## src/rtl/afifo_wr_arbiter.sv

```systemverilog
// Round-robin write-port arbiter for the async FIFO write side.
// Grants one requester at a time for up to MAX_BURST words and never writes while wr_full is high.
module afifo_wr_arbiter #(
    parameter int DSIZE     = 8,
    parameter int NREQ      = 4,
    parameter int MAX_BURST = 4,
    parameter int CNTW      = 16
) (
    input  logic                      wr_clk,
    input  logic                      wr_rst,
    input  logic [NREQ-1:0]           req_valid,
    input  logic [NREQ*DSIZE-1:0]     req_data,
    output logic [NREQ-1:0]           req_ready,
    input  logic                      wr_full,
    output logic [DSIZE-1:0]          wr_data,
    output logic                      wr_inc,
    output logic [$clog2(NREQ)-1:0]   cur_owner,
    output logic                      grant_active,
    output logic [CNTW-1:0]           wr_count
);

    localparam int OW = $clog2(NREQ);
    localparam int BW = $clog2(MAX_BURST + 1);

    typedef enum logic {
        IDLE  = 1'b0,
        BURST = 1'b1
    } state_t;

    state_t            state_q;
    logic [OW-1:0]     owner_q;
    logic [OW-1:0]     rr_ptr_q;
    logic [BW-1:0]     burst_cnt_q;
    logic [CNTW-1:0]   wr_count_q;

    logic              owner_valid;
    logic              xfer;
    logic              scan_hit;
    logic [OW-1:0]     scan_idx;
    logic [OW-1:0]     owner_nxt;
    logic              burst_last;

    assign owner_valid = req_valid[owner_q];
    assign xfer        = (state_q == BURST) && owner_valid && !wr_full && !wr_rst;
    assign owner_nxt   = (owner_q == OW'(NREQ - 1)) ? '0 : owner_q + 1'b1;
    assign burst_last  = (burst_cnt_q == BW'(MAX_BURST - 1));

    // First valid requester at or after rr_ptr, wrapping modulo NREQ.
    always_comb begin
        scan_hit = 1'b0;
        scan_idx = '0;
        for (int i = 0; i < NREQ; i++) begin
            if (!scan_hit && req_valid[(int'(rr_ptr_q) + i) % NREQ]) begin
                scan_hit = 1'b1;
                scan_idx = OW'((int'(rr_ptr_q) + i) % NREQ);
            end
        end
    end

    always_comb begin
        wr_inc    = xfer;
        req_ready = '0;
        wr_data   = '0;
        if (xfer) begin
            req_ready[owner_q] = 1'b1;
            wr_data            = req_data[int'(owner_q) * DSIZE +: DSIZE];
        end
    end

    always_ff @(posedge wr_clk) begin
        if (wr_rst) begin
            state_q     <= IDLE;
            owner_q     <= '0;
            rr_ptr_q    <= '0;
            burst_cnt_q <= '0;
            wr_count_q  <= '0;
        end else begin
            case (state_q)
                IDLE: begin
                    if (scan_hit) begin
                        owner_q     <= scan_idx;
                        burst_cnt_q <= '0;
                        state_q     <= BURST;
                    end
                end
                BURST: begin
                    if (xfer) begin
                        burst_cnt_q <= burst_cnt_q + 1'b1;
                        wr_count_q  <= wr_count_q + 1'b1;
                    end
                    // A stalled owner (full FIFO, valid held) keeps the grant indefinitely.
                    if ((xfer && burst_last) || !owner_valid) begin
                        rr_ptr_q <= owner_nxt;
                        state_q  <= IDLE;
                    end
                end
            endcase
        end
    end

    assign cur_owner    = owner_q;
    assign grant_active = (state_q == BURST);
    assign wr_count     = wr_count_q;

endmodule

```

## config.mk

```make
export PLATFORM = sky130hd
export DESIGN_NAME = afifo_wr_arbiter
export DESIGN_NICKNAME = d
export VERILOG_FILES = /design/src/rtl/afifo_wr_arbiter.sv
export SDC_FILE = /design/constraint.sdc
export NUM_CORES = 1
export LEC_CHECK = 0
export ABC_AREA = 0
export CAP_MARGIN = 5
export CORE_ASPECT_RATIO = 0.7
export CORE_MARGIN = 8
export CORE_UTILIZATION = 35
export DETAILED_ROUTE_END_ITERATION = 10
export GPL_TIMING_DRIVEN = 0
export PLACE_DENSITY = 0.74
export SLEW_MARGIN = 10
export SYNTH_ARGS = -nofsm -noshare
export SYNTH_HDL_FRONTEND = slang
export SYNTH_SLANG_ARGS = --single-unit
export TNS_END_PERCENT = 1
```

## constraint.sdc

```tcl
create_clock -name wr_clk -period 2.5 [get_ports wr_clk]
set_input_delay 0.5 -clock wr_clk [delete_from_list [all_inputs] [get_ports wr_clk]]
set_output_delay 0.5 -clock wr_clk [all_outputs]
set_load 0.02 [all_outputs]
```

==> metrics.md <==
| Metric | Value |
|---|---|
| Status | `complete, no violations` |
| Setup CP Type | `in2out` |
| Die area | `0.00670 mm^2` |
| Final Hold Slack | `about 0.48 ns` |
| Row cnt | `20` |
| Final nets | `roughly 300` |
| Number of H-tree levels | `1` |
| Switch Pwr | `between 0.0002 and 0.00025 W` |
| Max Freq | `408 MHz` |
| Critical Path Source Type | `primary input` |
| Worst-case vdd ir drop | `between 0.0002 and 0.0003 V` |
| CTS tree | `yes` |
| Hold Startpoint | `burst_cnt_q[2]` |
| Flop-to-flop setup slack | `roughly 0.50 ns` |
| Worst Hold Class | `reg2reg` |
| Top cells by area, synth | `dfxtp_1 32%, mux4_2 13%, and3_1 6.2%` |
| ANT cells | `0` |
| Worst Max-Slew Pin Slew | `0.512 ns` |
| Fin crit share | `roughly 100%` |
| Number of synthesized flops with an enable pin | `0` |
| Placed cell count | `approximately 290` |
| Detail Route Antenna Nets | `0` |
| TritonCTS Buffers | `3` |
| RSZ-0062 raised after global routing | `yes` |
| Internal power | `0.000730 W` |
| Final hold violations | `0` |
| Mapped cell area | `~0.0015 mm^2` |
| Core ar. | `roughly 0.0042 mm^2` |
| Critical path data arrival time | `~2.0 ns` |
| Synth warn | `0` |
| Switch share | `a little under a quarter` |
| Final Wtd Congestion | `between 0.7 and 0.8` |
| Setup Viol. Count Final | `0` |
| First-pass GRT wire length | `7330 um` |
| Critical path required time | `around 2 ns` |
| Mapped Cells | `168` |
| Post-Layout Cell Count | `300` |
| Vias post-DR | `between 1500 and 2000` |
| FF+latch area | `slightly below 500 um^2` |
| Port bufs | `69` |
| Netlist cell types | `37` |
| Sink Count | `24` |
| Sequential area share after synthesis | `31.9%` |
| Gate power share | `22.1%` |
| Worst-skew pair later-pin latency | `between 0.2 and 0.3 ns` |
| Static leakage | `0.922 nW` |
| Clock Power Share | `a little over a third` |
| Slew margin rel. | `between 60 and 70%` |
| Total global-route track usage | `between 10% and 20%` |
| Drt initial violations | `87` |
| Critical Path Fanout Max | `10` |
| # DRC | `0` |
| Via-to-Cell Ratio | `5.11` |
| Final Skew | `approximately 0.0044 ns` |
| Flops & latches, synth | `24` |
| Worst r2r src | `cur_owner[0]` |
| Worst-path clk slew | `approximately 0.09 ns` |
| Clock root buffer | `clkbuf_8` |
| Multi-input logic area | `approximately 960 um^2` |
| Crit path launch | `req_valid[2]` |
| Post-Route WL | `~4400 um` |
| Die Ht | `70.9 um` |
| Layout cells sized above 1 | `approximately 17%` |
| Die W | `94.4 um` |
| Most instantiated cells after synthesis | `24 x dfxtp_1, 16 x a21oi_1, 15 x and3_1` |
| Area growth syn-to-layout | `58.4%` |
| PwrDens | `between 300 and 400 mW/mm^2` |
| Drt pass-1 iters | `4` |
| Mean Syn Cell Area | `8.97 um^2` |
| Yosys top cell area share | `31.9%` |
| Vias in the first global route | `between 1500 and 2000` |
| Grt ovf | `0` |
| Post-synthesis net count | `214` |
| Starting Density | `a little over a third` |
| CP endpoint kind | `primary output` |
| Filler cells | `between 300 and 400` |
| Most common cell in the synthesized netlist | `dfxtp_1` |
| Clock buffer depth | `2` |
| Fin. max-slew vios | `0` |
| I/O pin cnt | `a little over 70` |
| Initial antenna violation count | `0` |
| Area leader, netlist | `dfxtp_1` |
| Detailed Place HPWL | `around 3600 um` |
| Ys async rst share | `0%` |
| Seq pwr share | `a little over two fifths` |
| Most used DFF post-synth | `dfxtp_1` |
| Routed wire length per instance | `between 10 and 15 um` |
| Period minus WS final | `roughly 2.5 ns` |
| Largest net degree at the start of global routing | `15` |
| Max_cap viols | `0` |
-- placed cells by master (no fill, tap or decap), drive strengths merged, types with 6 or more instances in the layout --
master and instances:
and3 15, ha 7, clkdlybuf4s15 10, mux4 9, nor2 10, o21ai 10
or3 7, nand2 10, dfxtp 24, clkbuf 9, dlygate4sd2 6, a21oi 16
inv 8, nand3 7, buf 8, clkdlybuf4s50 52
-- metrics by stage --
stage | TNS, ns | cell area [um^2] | util (%) | power [W] | setup WS [ns]
after global placement | -7.89 | 2270 | 53.6 | 0.000608 | -0.662
final | 0 | 2390 | 56.5 | 0.000952 | 0.0497
after global routing | -0.00893 | 2390 | 56.5 | 0.000999 | -0.00893
after CTS | 0 | 2380 | 56.4 | 0.000962 | 0.0194
after detailed placement | -8.24 | 2270 | 53.6 | 0.000611 | -0.695
after floorplan | 0 | 1510 | - | 0.000510 | 0.323
-- state kept, by name, indices dropped and copies added (netlist names) --
| register | count |
|---|---|
| wr_count | 16 |
| rr_ptr_q | 2 |
| burst_cnt_q | 3 |
| cur_owner | 2 |
| grant_active | 1 |
-- repair_timing --
item                                    CTS  global route
pin swaps                                 1             0
resized for setup                        44             5
setup buffers                             5             0
endpoints found under the setup margin   13            11
hold buffers                              0             0
-- cell type report --
cell class | instances | share of cell area (%)
multi-input cells | 127 | 40.2
flip-flops and latches | 24 | 20.2
inverters | 8 | 1.26
clock inverters | 1 | 1.26
well taps | 55 | 2.88
plain buffers | 8 | 2.04
repair buffers | 74 | 30.5
clock buffers | 3 | 1.73
-- per-layer routing --
metal  GRT usage (%)  vias to the layer above  part of all wire, %  wire, um
met3            2.96                        4                  3.7       162
met2            23.2                       19                   50      2200
met4            3.15                        0                 0.85        37
li1                -                      773                    -         -
met5               0                        -                    0         0
met1            17.1                      736                   45      1960
-- power by group through the flow --
| stage | Combinational (W) | Clock [W] | Sequential (W) |
|---|---|---|---|
| after floorplan | 0.0000987 | 0 | 0.000412 |
| after CTS | 0.000210 | 0.000353 | 0.000400 |
| after detailed placement | 0.000202 | 0 | 0.000408 |
| final | 0.000210 | 0.000341 | 0.000400 |
| after global placement | 0.000200 | 0 | 0.000408 |
| after global routing | 0.000228 | 0.000368 | 0.000402 |
-- cells by family (layout without fill, tap and decap cells) --
family | after synthesis | in the layout | synth area share [%]
AOI/OAI and AO/OA | 35 | 35 | 13.4
adders and majority gates | 7 | 7 | 5.81
and+or+nand+nor | 69 | 69 | 26.5
xor gates and xnor gates | 5 | 5 | 2.91
buffers and inverters | 17 | 94 | 4.65
muxes | 11 | 11 | 14.9
DFF | 24 | 24 | 31.9
-- path summary, 6_finish.rpt --
path,end,cells after the start
max reg2reg,wr_count[12],6
max,req_ready[1],5
min,burst_cnt_q[2],2
min reg2reg,burst_cnt_q[2],2
-- critical path: stages --
cell and delay (ns):
dlygate4sd2_1 0.28, mux4_2 0.58, buf_6 0.18, and3_1 0.16, clkdlybuf4s15_2 0.25
(Power assumes the default switching activity.)
